--- src/rtl/alu_mc_if.sv ---
// ALU_MC bus bundle: operand/control inputs and result/status outputs.
interface alu_mc_if #(
  parameter int WIDTH = 16
);
  logic [WIDTH-1:0] X;
  logic [WIDTH-1:0] Y;
  logic [5:0]       C;
  logic [1:0]       op;
  logic             start;
  logic             en_bar;
  logic             busy;
  logic             done;
  logic [WIDTH-1:0] val;
  logic [WIDTH-1:0] bus;
  logic             Z_flag;
  logic             LT_flag;

  modport master (
    output X, Y, C, op, start, en_bar,
    input  busy, done, val, bus, Z_flag, LT_flag
  );

  modport slave (
    input  X, Y, C, op, start, en_bar,
    output busy, done, val, bus, Z_flag, LT_flag
  );
endinterface

--- src/rtl/alu_mc.sv ---
// Multi-cycle ALU: single-cycle AND/ADD, shift-add multiply,
// one-bit-per-cycle logical right shift.
module alu_mc #(
  parameter int WIDTH = 16,
  parameter int SHW   = $clog2(WIDTH)
) (
  input  logic  clk,
  input  logic  reset,
  alu_mc_if.slave io
);
  typedef enum logic [1:0] {IDLE, MUL, SHR} state_t;

  localparam logic [SHW-1:0] LAST = SHW'(WIDTH - 1);
  localparam logic [SHW-1:0] ONE  = SHW'(1);

  state_t           state_q, state_d;
  logic [WIDTH-1:0] ax_q, ax_d;
  logic [WIDTH-1:0] ay_q, ay_d;
  logic [WIDTH-1:0] acc_q, acc_d;
  logic [SHW-1:0]   cnt_q, cnt_d;
  logic             no_q, no_d;
  logic [WIDTH-1:0] val_q, val_d;
  logic             z_q, lt_q;
  logic             done_q, done_d;

  logic [WIDTH-1:0] inx, iny, argx, argy;
  logic [WIDTH-1:0] madd, sum, raw;
  logic [SHW-1:0]   n;
  logic             ld, inv;

  assign inx  = io.C[5] ? io.X : '0;
  assign argx = io.C[4] ? ~inx : inx;
  assign iny  = io.C[3] ? io.Y : '0;
  assign argy = io.C[2] ? ~iny : iny;
  assign n    = io.Y[SHW-1:0];
  assign madd = ay_q[0] ? ax_q : '0;
  assign sum  = acc_q + madd;

  always_comb begin
    state_d = state_q;
    ax_d    = ax_q;
    ay_d    = ay_q;
    acc_d   = acc_q;
    cnt_d   = cnt_q;
    no_d    = no_q;
    val_d   = val_q;
    done_d  = 1'b0;
    ld      = 1'b0;
    inv     = 1'b0;
    raw     = '0;
    unique case (state_q)
      IDLE: begin
        if (io.start) begin
          unique case (io.op)
            2'b01: begin
              ax_d    = argx;
              ay_d    = argy;
              no_d    = io.C[0];
              acc_d   = '0;
              cnt_d   = '0;
              state_d = MUL;
            end
            2'b10: begin
              if (n == '0) begin
                ld  = 1'b1;
                inv = io.C[0];
                raw = argx;
              end else begin
                ax_d    = argx;
                no_d    = io.C[0];
                cnt_d   = n;
                state_d = SHR;
              end
            end
            default: begin
              ld  = 1'b1;
              inv = io.C[0];
              raw = io.C[1] ? argx + argy : argx & argy;
            end
          endcase
        end
      end
      MUL: begin
        acc_d = sum;
        ax_d  = ax_q << 1;
        ay_d  = ay_q >> 1;
        cnt_d = cnt_q + ONE;
        if (cnt_q == LAST) begin
          ld      = 1'b1;
          inv     = no_q;
          raw     = sum;
          state_d = IDLE;
        end
      end
      SHR: begin
        ax_d  = ax_q >> 1;
        cnt_d = cnt_q - ONE;
        if (cnt_q == ONE) begin
          ld      = 1'b1;
          inv     = no_q;
          raw     = ax_q >> 1;
          state_d = IDLE;
        end
      end
      default: state_d = IDLE;
    endcase
    if (ld) begin
      val_d  = inv ? ~raw : raw;
      done_d = 1'b1;
    end
  end

  always_ff @(posedge clk or posedge reset) begin
    if (reset) begin
      state_q <= IDLE;
      ax_q    <= '0;
      ay_q    <= '0;
      acc_q   <= '0;
      cnt_q   <= '0;
      no_q    <= 1'b0;
      val_q   <= '0;
      z_q     <= 1'b1;
      lt_q    <= 1'b0;
      done_q  <= 1'b0;
    end else begin
      state_q <= state_d;
      ax_q    <= ax_d;
      ay_q    <= ay_d;
      acc_q   <= acc_d;
      cnt_q   <= cnt_d;
      no_q    <= no_d;
      val_q   <= val_d;
      z_q     <= (val_d == '0);
      lt_q    <= val_d[WIDTH-1];
      done_q  <= done_d;
    end
  end

  assign io.busy    = (state_q != IDLE);
  assign io.done    = done_q;
  assign io.val     = val_q;
  assign io.Z_flag  = z_q;
  assign io.LT_flag = lt_q;
  assign io.bus     = io.en_bar ? '0 : val_q;
endmodule

--- src/flat_wrapper.sv ---
// flat-port wrapper written by rule: the top's interface ports become plain ports
module alu_mc_flat 
#(
  parameter int WIDTH = 16,
  parameter int SHW   = $clog2(WIDTH)
)
  (clk, reset, io_X, io_Y, io_C, io_op, io_start, io_en_bar, io_busy, io_done, io_val, io_bus, io_Z_flag, io_LT_flag);
  alu_mc_if #(.WIDTH(WIDTH)) io_i ();
  input  logic clk;
  input  logic reset;
  input wire logic [$bits(io_i.X)-1:0] io_X;
  input wire logic [$bits(io_i.Y)-1:0] io_Y;
  input wire logic [$bits(io_i.C)-1:0] io_C;
  input wire logic [$bits(io_i.op)-1:0] io_op;
  input wire logic [$bits(io_i.start)-1:0] io_start;
  input wire logic [$bits(io_i.en_bar)-1:0] io_en_bar;
  output wire logic [$bits(io_i.busy)-1:0] io_busy;
  output wire logic [$bits(io_i.done)-1:0] io_done;
  output wire logic [$bits(io_i.val)-1:0] io_val;
  output wire logic [$bits(io_i.bus)-1:0] io_bus;
  output wire logic [$bits(io_i.Z_flag)-1:0] io_Z_flag;
  output wire logic [$bits(io_i.LT_flag)-1:0] io_LT_flag;
  assign io_i.X = io_X;
  assign io_i.Y = io_Y;
  assign io_i.C = io_C;
  assign io_i.op = io_op;
  assign io_i.start = io_start;
  assign io_i.en_bar = io_en_bar;
  assign io_busy = io_i.busy;
  assign io_done = io_i.done;
  assign io_val = io_i.val;
  assign io_bus = io_i.bus;
  assign io_Z_flag = io_i.Z_flag;
  assign io_LT_flag = io_i.LT_flag;
  alu_mc #(.WIDTH(WIDTH), .SHW(SHW)) u_core (.clk(clk), .reset(reset), .io(io_i));
endmodule
--- config.mk ---
export PLATFORM = sky130hd
export DESIGN_NAME = alu_mc_flat
export DESIGN_NICKNAME = d
export VERILOG_FILES = /design/src/rtl/alu_mc_if.sv /design/src/rtl/alu_mc.sv /design/src/flat_wrapper.sv
export SDC_FILE = /design/constraint.sdc
export NUM_CORES = 1
export LEC_CHECK = 0
export ABC_CLOCK_PERIOD_IN_PS = 11300
export CAP_MARGIN = 25
export CORE_MARGIN = 2
export CORE_UTILIZATION = 50
export CTS_BUF_LIST = sky130_fd_sc_hd__clkbuf_4 sky130_fd_sc_hd__clkbuf_8
export CTS_CLUSTER_DIAMETER = 150
export DETAILED_ROUTE_END_ITERATION = 7
export GPL_TIMING_DRIVEN = 0
export PLACE_DENSITY = 0.73
export SYNTH_ARGS = -nofsm -noshare
export SYNTH_HDL_FRONTEND = slang
export SYNTH_SLANG_ARGS = --single-unit
--- constraint.sdc ---
create_clock -name clk -period 11.3 [get_ports clk]
set_input_delay 1.13 -clock clk [delete_from_list [all_inputs] [get_ports clk]]
set_output_delay 1.13 -clock clk [all_outputs]
set_load 0.03 [all_outputs]
## Yosys cells after proc, flatten, opt, wreduce, memory -nomap -nowiden

Cells that the tools add are included.

| operators by class | value |
|---|---|
| $add $sub $neg | 4 |
| equal/unequal tests | 13 |
| mux-type cells | 50 |
| bitwise logic cells | 4 |
| reductions and logical operators | 11 |

Operators with widths:

| kind | count |
|---|---|
| $mux 16 | 18 |
| $pmux 16 s2 | 4 |
| $pmux 16 s3 | 2 |
| $not 16->16 | 3 |
| $add 16x16->16 | 2 |
| $and 16x16->16 | 1 |
| $logic_not 16->1 | 1 |
| $mux 15 | 1 |
| $pmux 4 s3 | 1 |
| $mux 1 | 10 |
| $mux 2 | 4 |
| $mux 4 | 2 |
| $pmux 4 s2 | 1 |
| $reduce_and 4->1 | 2 |
| $ne 2x2->1 const B | 3 |
| $ne 3x3->1 const B | 2 |
| $pmux 1 s2 | 3 |
| $pmux 1 s3 | 2 |
| $pmux 2 s3 | 1 |
| $reduce_bool 2->1 | 3 |
| $reduce_and 5->1 | 1 |
| $add 4x1->4 const B | 1 |
| $eq 2x1->1 const B | 2 |
| $eq 2x2->1 const B | 2 |
| 9 further kinds | 10 |

| storage, ports and cells | value |
|---|---|
| register bits | 74 |
| input port bits | 44 |
| output and inout port bits | 36 |
| word-level logic and storage cells | 92 |

## Depth between registers and ports, before layout

Gate-level depths: netlist of run 1.

| logic depth | value |
|---|---|
| depth in word-level cells | 12 |
| mapped depth | 17 |

## Least setup slack after synthesis of run 1

No wires, ideal clock.

| timing path | value |
|---|---|
| kind | input-to-reg |
| start point | in io_C[5] |
| end point | reg u_core.z_q, in the netlist u_core.io.Z_flag |
| setup time | 90 ps |
| data arrival time | 4722 ps |
| setup slack | 6488 ps |
| stages on the path | 15 |
| buffers on the path | 2 |
| path through | buf_2 buf_1 a21boi_1 or2_2 ha_1 a21oi_1 nor2b_1 nand3_1 a31o_1 a311oi_2 nor3_1 or3b_1 or4_1 or4_1 nor4_2 |

| on the way | value |
|---|---|
| cells in the longest elaborated chain, start to end | 12 |
| elaborated cells on any way between the ends | 14 |
| those cells by class | add/sub (1); mux (9); bitwise (3); reduce/logical (1) |

RTL lines:

| item | RTL line | RTL |
|---|---|---|
| start, declared | flat_wrapper.sv:13 | `input wire logic [$bits(io_i.C)-1:0] io_C;` |
| $mux 16 (*) | alu_mc.sv:31 | `assign inx = io.C[5] ? io.X : '0;` |
| $not 16->16 | alu_mc.sv:32 | `assign argx = io.C[4] ? ~inx : inx;` |
| $mux 16 (*) | alu_mc.sv:32 |  |
| $add 16x16->16 / $and 16x16->16 (equally long branches) | alu_mc.sv:78 | `raw = io.C[1] ? argx + argy : argx & argy;` |
| $mux 16 | alu_mc.sv:78 |  |
| $pmux 16 s2 (*) | alu_mc.sv:54 | `unique case (io.op)` |
| $mux 16 (*) | alu_mc.sv:53 | `if (io.start) begin` |
| $pmux 16 s3 (*) | alu_mc.sv:51 | `unique case (state_q)` |
| $not 16->16 | alu_mc.sv:108 | `val_d = inv ? ~raw : raw;` |
| $mux 16 (*) | alu_mc.sv:108 |  |
| $mux 16 (*) | alu_mc.sv:107 | `if (ld) begin` |
| via u_core.val_d[7] | alu_mc.sv:22 | `logic [WIDTH-1:0] val_q, val_d;` |
| $logic_not 16->1 (*) | alu_mc.sv:133 | `z_q <= (val_d == '0);` |
| end signal, assigned | alu_mc.sv:133 |  |
| end, declared | alu_mc.sv:23 | `logic z_q, lt_q;` |

Mark *: on every way through the listed nets, which the timed path passes. The rest lies on a longest branch.
A chain may end at the register's enable or synchronous reset.

## Final worst setup path of run 1

Same ends and word-level chain as after synthesis.

==> flow_results.org, run 1 <==
** Final layout
- For this run, the post-layout net count is between 1,000 and 1,500.
- Post-layout instance area :: 7964 µm²
- Layout-stage area growth over the synthesis result :: 18.35%
- In the final layout, the share of cells above drive strength 1 is ~5.1%.
- Final core area utilization :: between 60 and 70%
- The repair_antennas step left the layout with diodes totalling 0.

** Synthesis
- Largest area contributor in the synthesized netlist :: sky130_fd_sc_hd__dfrtp_1
- Of the total synthesized cell area, the portion taken by AND, OR, NAND and NOR gates is 21.48%.
- Ranked by instance count, the synthesized netlist is headed by sky130_fd_sc_hd__nand2_1 (135), sky130_fd_sc_hd__o21ai_0 (91), sky130_fd_sc_hd__dfrtp_1 (72).
- Async SR Flop Fraction :: 100.0%
- After Yosys synthesis, XOR and XNOR cells account for 8.553% of the synthesized area.
- After Yosys synthesis, full adders, half adders and majority gates account for 7.735% of the synthesized area.
- Proportion of synthesized chip area in sequential cells :: 27.17%
- By area, the combinational part of the netlist is dominated by compound AO/OA/AOI/OAI gates.
- Mean instance size in the synthesized netlist :: 8.011 µm²
- After synthesis, the share of cell area in mux cells is 3.459%.
- Complex-gate fraction of the synthesized area :: 26.89%
- Yosys mapped the design onto 82 distinct sky130hd cell types.
- Fraction of post-synthesis cell area in the top cell type by area :: 26.78%
- The number of nets handed over by synthesis was between 900 and 1,000.
- Cell count after synthesis :: 840
- Area of the mapped netlist :: 6729 µm²
- Yosys mapped a number of flops with a built-in enable equal to 0.
- Among all cell types in the netlist, the one instantiated most often is sky130_fd_sc_hd__nand2_1.
- The synthesized design contains 73 register bits.
- For this run, the number of Yosys warnings is 0.
- Top cells by area in the synthesized netlist :: sky130_fd_sc_hd__dfrtp_1 (27%), sky130_fd_sc_hd__nand2_1 (7.5%), sky130_fd_sc_hd__ha_1 (7.4%)
- Top flip-flop cell by instance count after synthesis :: sky130_fd_sc_hd__dfrtp_1

** Global routing
- Vias in the first global route :: 6,407
- For met3 alone, demand over resource in global routing was 6.274%.
- Global-route wire length before repair :: between 30 and 40 mm
- Global routing consumed, over all layers together, a little under a third of the routing resources.
- After global routing the overflow that remains totals 0.
- Global-route track usage on met1 :: 41.87%
- The number of antenna violations at the first check in global routing came to 0.
- Most used routing layer :: met2
- Met2 Track Usage GR :: 45.81%
- Maximum number of pins on one net before global-route repair :: 55

** Drt
- Vias per inst :: 6.032
- Across all layers, the routed design uses 6,695 vias.
- Post-route antenna net violation count :: 0
- Average routed wire per standard cell :: roughly 19 µm
- For this run, design rule violations remaining after detail routing come to 0.
- The first detailed-routing pass ran for 5 iterations.
- WL final :: roughly 21 mm
- Starting DRC count in detailed routing :: 596

** Power
- Total leakage power :: 3.512 nW
- Fraction of power consumed by sequential logic :: 27.7%
- Across the VDD grid, the largest voltage drop is approximately 0.00014 V.
- Share of power burned in combinational logic :: 58.6%
- Summing internal, switching and leakage power gives 1.711 mW.
- Power Dens Cells :: 214.8 nW/µm²
- Clock Power Share :: 13.7%
- Sw frac :: 48.20%
- In this run the power spent charging and discharging nets is between 0.8 and 0.9 mW.
- Internal power comes to 0.8862 mW.

** Worst hold path
- The path with the worst hold slack has its endpoint at u_core.acc_q[14].
- Class of the tightest hold or removal check :: reg2reg
- The startpoint identified for the worst hold timing path is u_core.acc_q[14].
- Counting instances, the worst hold path has a depth of 2.

** Outcome
- Outcome :: completed

** Timing
- The worst path uses 50.07% of the clock period.
- Clk_skew :: 0.01225 ns
- Pin slew with the least headroom to its limit :: just under 0.9 ns
- Highest attainable clock frequency :: 176.7 MHz
- Final worst path period need :: 5.658 ns
- Final setup TNS :: 0 ns
- Number of pins with negative max-slew slack in the final report :: 0
- Setup repair after global routing left no endpoint under its margin.
- Measured against its own limit, the worst slew margin works out to 40.03%.
- Post-route worst setup slack :: between 5 and 6 ns
- Setup violations remaining at the end of the flow were counted as 0.
- The count of endpoints failing hold in the final timing report was 0.

** Clocking
- Buffer cell driving the clock tree root :: sky130_fd_sc_hd__clkbuf_8
- TritonCTS built the clock tree.
- After clock tree synthesis, the clock-pin slew on the worst setup and hold paths is 0.08 ns.
- The tree built by TritonCTS fans out to between 70 and 80 sinks.
- The number of gates resized after CTS was 0.
- Quantity of hold-fixing buffers added after cts :: 0
- The clock passes through at most 2 buffers.
- In this run, CTS created clock tree buffers numbering 9.
- Clock Latency Late Sink :: 0.39 ns
- In this run the number of H-tree levels came out at 3.
- Once the clock tree was built, the setup fixing pass inserted 0 buffers.

** Critical path
- Critical path arrival :: slightly below 6 ns
- Measured in cells, the most critical reg-to-reg path has a length of 14.
- Critical Path RT :: 11.60 ns
- Along the worst path, the maximum fanout reaches 10.
- Critical path class :: in2reg
- For flop-to-flop paths, the worst setup slack is 6.86 ns.
- The startpoint identified for the worst register-to-register timing path is u_core.ay_q[0].
- STA classifies the critical path startpoint as an input pin.
- Critical Path End Type :: register
- Reg2Reg Capture Point :: u_core.io.Z_flag

** Flow run
- Max_cap viols :: 0

** Floorplanning
- Floorplan core area :: 13,190 µm²
- Die height :: about 120 µm
- Effective utilization at floorplan :: 51.01%
- The die covers 14,400 µm².
- In this run the count of I/O pins placed on the die edge is 80.
- Number of rows in the core area :: 42
- Horizontal extent of the die :: ~120 µm

** Placement
- During placement, the flow inserted port buffers numbering 77.
- In this run the cell area measured after placement is 7750 µm².
- The wire-length estimate of the detail-placed layout is about 17 mm.
- Worst slack, placed :: 5.372 ns
- At the end of routability-driven placement, the weighted congestion stood at 0.9676.
==> state kept, by name (all words and copies together) (netlist names) <==
name and cells:
u_core.acc_q 16, u_core.ax_q 16, u_core.ay_q 16, u_core.io.val 15, u_core.cnt_q 4, u_core.state_q 2
u_core.io.LT_flag 1, u_core.io.Z_flag 1, u_core.io.done 1, u_core.no_q 1
==> critical path, stage by stage <==
cell	delay (ns)
sky130_fd_sc_hd__clkdlybuf4s50_1	0.49
sky130_fd_sc_hd__buf_2	0.22
sky130_fd_sc_hd__buf_1	0.40
sky130_fd_sc_hd__a21boi_1	0.14
sky130_fd_sc_hd__or2_2	0.35
sky130_fd_sc_hd__ha_1	0.36
sky130_fd_sc_hd__a21oi_1	0.28
sky130_fd_sc_hd__nor2b_1	0.31
sky130_fd_sc_hd__nand3_1	0.21
sky130_fd_sc_hd__a31o_1	0.28
sky130_fd_sc_hd__a311oi_2	0.34
sky130_fd_sc_hd__nor3_1	0.10
sky130_fd_sc_hd__or3b_1	0.38
sky130_fd_sc_hd__or4_1	0.39
sky130_fd_sc_hd__or4_1	0.42
sky130_fd_sc_hd__nor4_2	0.15
==> placed cells by master, fill, tap and decap left out, types with 4 or more instances in the layout <==
cell / synthesis / final
sky130_fd_sc_hd__clkbuf_8: 0 / 9
sky130_fd_sc_hd__o211ai_1: 7 / 7
sky130_fd_sc_hd__a211oi_1: 13 / 13
sky130_fd_sc_hd__inv_1: 24 / 23
sky130_fd_sc_hd__and2_1: 21 / 21
sky130_fd_sc_hd__a22o_1: 16 / 16
sky130_fd_sc_hd__a31oi_1: 8 / 8
sky130_fd_sc_hd__clkbuf_1: 33 / 33
sky130_fd_sc_hd__nor2_1: 30 / 30
sky130_fd_sc_hd__xnor2_1: 42 / 42
sky130_fd_sc_hd__nand4_1: 6 / 6
sky130_fd_sc_hd__a21oi_1: 34 / 34
sky130_fd_sc_hd__a221oi_1: 5 / 5
sky130_fd_sc_hd__or2_2: 4 / 4
sky130_fd_sc_hd__nand2b_1: 5 / 5
sky130_fd_sc_hd__xor2_1: 16 / 16
sky130_fd_sc_hd__buf_2: 8 / 8
sky130_fd_sc_hd__nor2b_1: 20 / 20
sky130_fd_sc_hd__o31ai_1: 9 / 9
sky130_fd_sc_hd__ha_1: 40 / 40
sky130_fd_sc_hd__or4_1: 5 / 5
sky130_fd_sc_hd__mux2i_1: 21 / 21
sky130_fd_sc_hd__clkdlybuf4s50_1: 0 / 77
sky130_fd_sc_hd__nand3_1: 19 / 19
sky130_fd_sc_hd__buf_1: 5 / 5
sky130_fd_sc_hd__a22oi_1: 20 / 20
sky130_fd_sc_hd__a21o_1: 16 / 16
sky130_fd_sc_hd__and3_1: 10 / 10
sky130_fd_sc_hd__nand2_1: 135 / 135
sky130_fd_sc_hd__dfrtp_1: 72 / 72
sky130_fd_sc_hd__nor3_1: 12 / 12
sky130_fd_sc_hd__a221o_1: 4 / 4
sky130_fd_sc_hd__or3_1: 9 / 9
sky130_fd_sc_hd__o21ai_0: 91 / 91
==> layer usage <==
layer / share of wire, % / up-vias
met2: 44 / 285
met3: 8.2 / 36
met5: 0 / -
met4: 3.8 / 0
li1: - / 3242
met1: 44 / 3132
==> power by group through the flow <==
stage / clock network [mW] / logic [mW] / registers [mW]
3_3_place_gp: 0 / 0.971 / 0.473
2_1_floorplan: 0 / 0.648 / 0.496
6_report: 0.234 / 1.00 / 0.474
3_5_place_dp: 0 / 0.983 / 0.477
5_1_grt: 0.248 / 1.10 / 0.491
4_1_cts: 0.234 / 0.990 / 0.472
==> kinds of logic after synthesis <==
kind of cell,after synthesis
simple gates,296
compound gates,270
buf+inv,76
flops,73
xor+xnor,61
fa+ha+maj,41
mux,23
==> area by class of cell <==
cell class,count,area [µm²]
Tap cell,176,220.2
Sequential cell,73,1828
Timing Repair Buffer,78,798.3
Buffer,50,220.2
Clock buffer,10,131.4
Clock inverter,6,82.58
Inverter,26,100.1
Multi-Input combinational cell,691,4583
Fill cell,1227,5226
==> worst max path at each step <==
stage	from	end	slack, ns
after detailed placement	io_C[5]	u_core.io.Z_flag	5.37
after global routing	io_C[5]	u_core.io.Z_flag	5.43
after global placement	io_C[5]	u_core.io.Z_flag	5.43
after floorplan	io_C[5]	u_core.io.Z_flag	6.49
final	io_C[5]	u_core.io.Z_flag	5.64
after CTS	io_C[5]	u_core.io.Z_flag	5.74
==> stage by stage <==
step | std cells | hold WS, ns
floorplan | 840 | 0.4446
detailed placement | 1094 | 0.4699
finish | 1110 | 0.4844
global placement | 1093 | 0.4601
CTS | 1110 | 0.4878
global route | 1110 | 0.5163
Power figures use the tool's default switching activity.
==> inputs of run 2 (changes only) <==
- ABC_CLOCK_PERIOD_IN_PS: 11300 -> 5570
- clock period: 11.3 -> 5.57 ns (I/O delays scaled with it)
==> results of run 2 <==
Same layout as run 1 (identical final DEF). Status: completed.
Main changes from that run: setup slack after placement 5.372 ns -> 0.2152 ns; setup slack after layout 5.642 ns -> 0.4852 ns; hold slack 0.4844 ns -> 0.4752 ns; register-to-register setup slack 6.86 ns -> 1.13 ns; total power 1.711 mW -> 3.471 mW; worst IR drop on VDD 0.0001353 V -> 0.0002745 V
==> inputs of run 3 (changes only) <==
- SLEW_MARGIN: not set -> 30
==> flow_results.org, run 3 (synthesis results as in run 1) <==
** Outcome
- Outcome: completed (unchanged).

** Final layout
- Ant diodes :: 0 (unchanged)
- The summed area of non-filler cells in the final layout came to 7964 µm² (unchanged).
- The total of fill cells in the finished design was 1,222 (was 1,227).
- Number of standard cells in the final layout excluding fillers :: 1,110 (unchanged)
- The final-stage net count is 1,014 (unchanged).
- The synthesis-to-layout area growth was 18.35% (unchanged).
- Biggest registers after layout :: u_core.acc_q x16, u_core.ax_q x16, u_core.ay_q x16 (unchanged)
- Most used cells in the layout excluding fill and tap cells: sky130_fd_sc_hd__nand2_1 (135), sky130_fd_sc_hd__o21ai_0 (91), sky130_fd_sc_hd__clkdlybuf4s50_1 (77) (unchanged).
- Final core area utilization :: 60.38% (unchanged)
- The leading cell type in the layout, fill and taps excluded was sky130_fd_sc_hd__nand2_1 (unchanged).
- Share of cells above drive strength 1 :: 5.139% (unchanged)

** Global routing
- The number of antenna violations at the first check in global routing came to 0 (unchanged).
- Vias in the first global route :: 6,389 (was 6,407)
- Maximum number of pins on one net before global-route repair :: 45 (was 55)
- The combined global-route utilization of all metal layers was 29.99% (was 30.22%).
- The total congestion overflow after global routing came to 0 (unchanged).
- Global-route wire length before repair :: 33.55 mm (was 33.81 mm)

** Timing
- Max-Slew Margin vs Limit :: 39.22% (was 40.03%)
- The final sum of negative setup slack is 0 ns (unchanged).
- Highest attainable clock frequency :: 196.2 MHz (was 196.7 MHz)
- Clk_skew :: 0.01197 ns (was 0.01225 ns)
- The shortest period the worst path allows is 5.098 ns (was 5.085 ns).
- Fin crit share :: 91.52% (was 91.29%)
- Post-route worst setup slack :: 0.4722 ns (was 0.4852 ns)
- The setup-violating endpoint count in the final report came to 0 (unchanged).
- The count of endpoints failing hold in the final timing report is 0 (unchanged).
- RSZ-0062 raised after global routing: false (unchanged).
- Pin slew with the least headroom to its limit :: 0.9041 ns (was 0.8922 ns)
- The number of pins exceeding their max-slew limit in the final report came to 0 (unchanged).

** Power
- Fraction of power consumed by sequential logic :: 27.7% (about the same)
- Share of power burned in combinational logic :: 58.6% (about the same)
- Sw frac :: 48.14% (was 48.20%)
- The leakage power figure came to 3.512 nW (unchanged).
- Clock Power Share :: 13.7% (about the same)
- Power Dens Cells :: 435.4 nW/µm² (was 435.8 nW/µm²)
- Cell Int Power :: 1.798 mW (about the same)
- Switching power total :: 1.669 mW (was 1.673 mW)
- The peak ir drop on the vdd network is 0.0002481 V (was 0.0002745 V).

** Clocking
- CTS tree :: done (unchanged)
- The count of hold buffers inserted by post-cts repair came to 0 (unchanged).
- Clk sink count :: 73 (unchanged)
- The clock root buffer master is sky130_fd_sc_hd__clkbuf_8 (unchanged).
- CTS clock-pin slew for the worst setup and hold paths :: 0.08 ns (about the same)
- Clock Latency Late Sink :: 0.38 ns (was 0.39 ns)
- Clock tree buffer depth :: 2 (unchanged)
- The maximum level of the CTS H-tree came to 3 (unchanged).
- Number of buffers inserted by post-CTS setup repair :: 0 (unchanged)
- The number of buffers inserted during clock tree synthesis came to 9 (unchanged).
- The post-cts sizing count is 0 (unchanged).

** Drt
- The total iterations of the first detailed-routing run is 5 (unchanged).
- Post-route antenna net violation count :: 0 (unchanged)
- The wire length reported by the detailed router was 20.92 mm (was 20.93 mm).
- Remaining DRCs :: 0 (unchanged)
- The mean routed wirelength per cell came to 18.84 µm (was 18.85 µm).
- The vias per cell came to 6.035 (was 6.032).
- The via count was 6,699 (was 6,695).
- The number of violations reported at the end of detailed-routing iteration 0 came to 644 (was 596).

** Critical path
- Critical Path RT :: 5.86 ns (was 5.87 ns)
- Critical path class :: in2reg (unchanged)
- The startpoint class of the critical path was an input pin (unchanged).
- The data arrival time of the worst path came to 5.39 ns (was 5.38 ns).
- Critical path fanouts, max :: 10 (unchanged)
- The kind of end point of the critical path is a register (unchanged).

** Floorplanning
- The floorplan die area came to 14,400 µm² (unchanged).
- The area of the core is 13,190 µm² (unchanged).
- The boundary pin count is 80 (unchanged).
- Number of rows in the core area :: 42 (unchanged)
- Horizontal extent of the die :: 120.0 µm (unchanged)
- Effective utilization at floorplan :: 51.01% (unchanged)
- Die height :: 120.0 µm (unchanged)

** Placement
- The post-detailed-placement half-perimeter wirelength is 16.73 mm (was 16.69 mm).
- The placed standard-cell area is 7750 µm² (unchanged).
- The quantity of I/O buffers inserted on ports was 77 (unchanged).
- The cell count after placement was 1,094 (unchanged).
- The post-place setup slack was 0.2050 ns (was 0.2152 ns).
- The routability congestion estimate from global placement is 0.9676 (unchanged).

** Worst hold path
- Class of the tightest hold or removal check :: reg2reg (was in2async)

** Flow run
- The count of maximum capacitance violations came to 0 (unchanged).
run 3: worst paths after layout:
check / end / slack (ns) / startpoint / cells past startpoint
max in group asynchronous: u_core.io.Z_flag / 4.42 / reset / 3
min: u_core.acc_q[14] / 0.48 / u_core.acc_q[14] / 2
min in group asynchronous: u_core.acc_q[5] / 0.52 / reset / 2
max: u_core.io.Z_flag / 0.47 / io_C[5] / 16
min reg2reg: u_core.acc_q[14] / 0.48 / u_core.acc_q[14] / 2
max reg2reg: u_core.io.Z_flag / 1.14 / u_core.ay_q[0] / 14
run 3: power groups by stage:
stage	sequential (mW)	combinational, mW	clock (mW)
after floorplan	1.01	1.32	0
after global placement	0.960	1.97	0
after detailed placement	0.968	1.99	0
after CTS	0.957	2.01	0.477
after global routing	0.994	2.23	0.500
final	0.961	2.03	0.473
run 3: worst max-delay path, cell delays in order:
cell                              delay [ns]
sky130_fd_sc_hd__clkdlybuf4s50_1        0.49
sky130_fd_sc_hd__buf_2                  0.22
sky130_fd_sc_hd__buf_1                  0.40
sky130_fd_sc_hd__a21boi_1               0.14
sky130_fd_sc_hd__or2_2                  0.34
sky130_fd_sc_hd__ha_1                   0.36
sky130_fd_sc_hd__a21oi_1                0.27
sky130_fd_sc_hd__nor2b_1                0.32
sky130_fd_sc_hd__nand3_1                0.20
sky130_fd_sc_hd__a31o_1                 0.28
sky130_fd_sc_hd__a311oi_2               0.34
sky130_fd_sc_hd__nor3_1                 0.10
sky130_fd_sc_hd__or3b_1                 0.39
sky130_fd_sc_hd__or4_1                  0.40
sky130_fd_sc_hd__or4_1                  0.42
sky130_fd_sc_hd__nor4_2                 0.15
run 3: final cells by class:
class                   instances  area (µm²)  area share, %
flip-flops and latches         73        1828          22.95
inverters                      26       100.1          1.257
clock buffers                  10       131.4          1.650
plain buffers                  50       220.2          2.765
repair buffers                 78       798.3          10.02
clock inverters                 6       82.58          1.037
well taps                     176       220.2          2.765
multi-input cells             691        4583          57.55
run 3: layer usage:
layer / global-route usage, % / wire [µm]
met1: 41.51 / 9265
met2: 46.02 / 9222
met3: 5.038 / 1653
met4: 13.16 / 774
met5: 0 / 0
run 3: metrics by stage:
step	hold WS [ns]	power [mW]
after detailed placement	0.4699	2.961
after global routing	0.5038	3.728
final	0.4833	3.467
after floorplan	0.4446	2.321
after CTS	0.4889	3.439
after global placement	0.4601	2.929
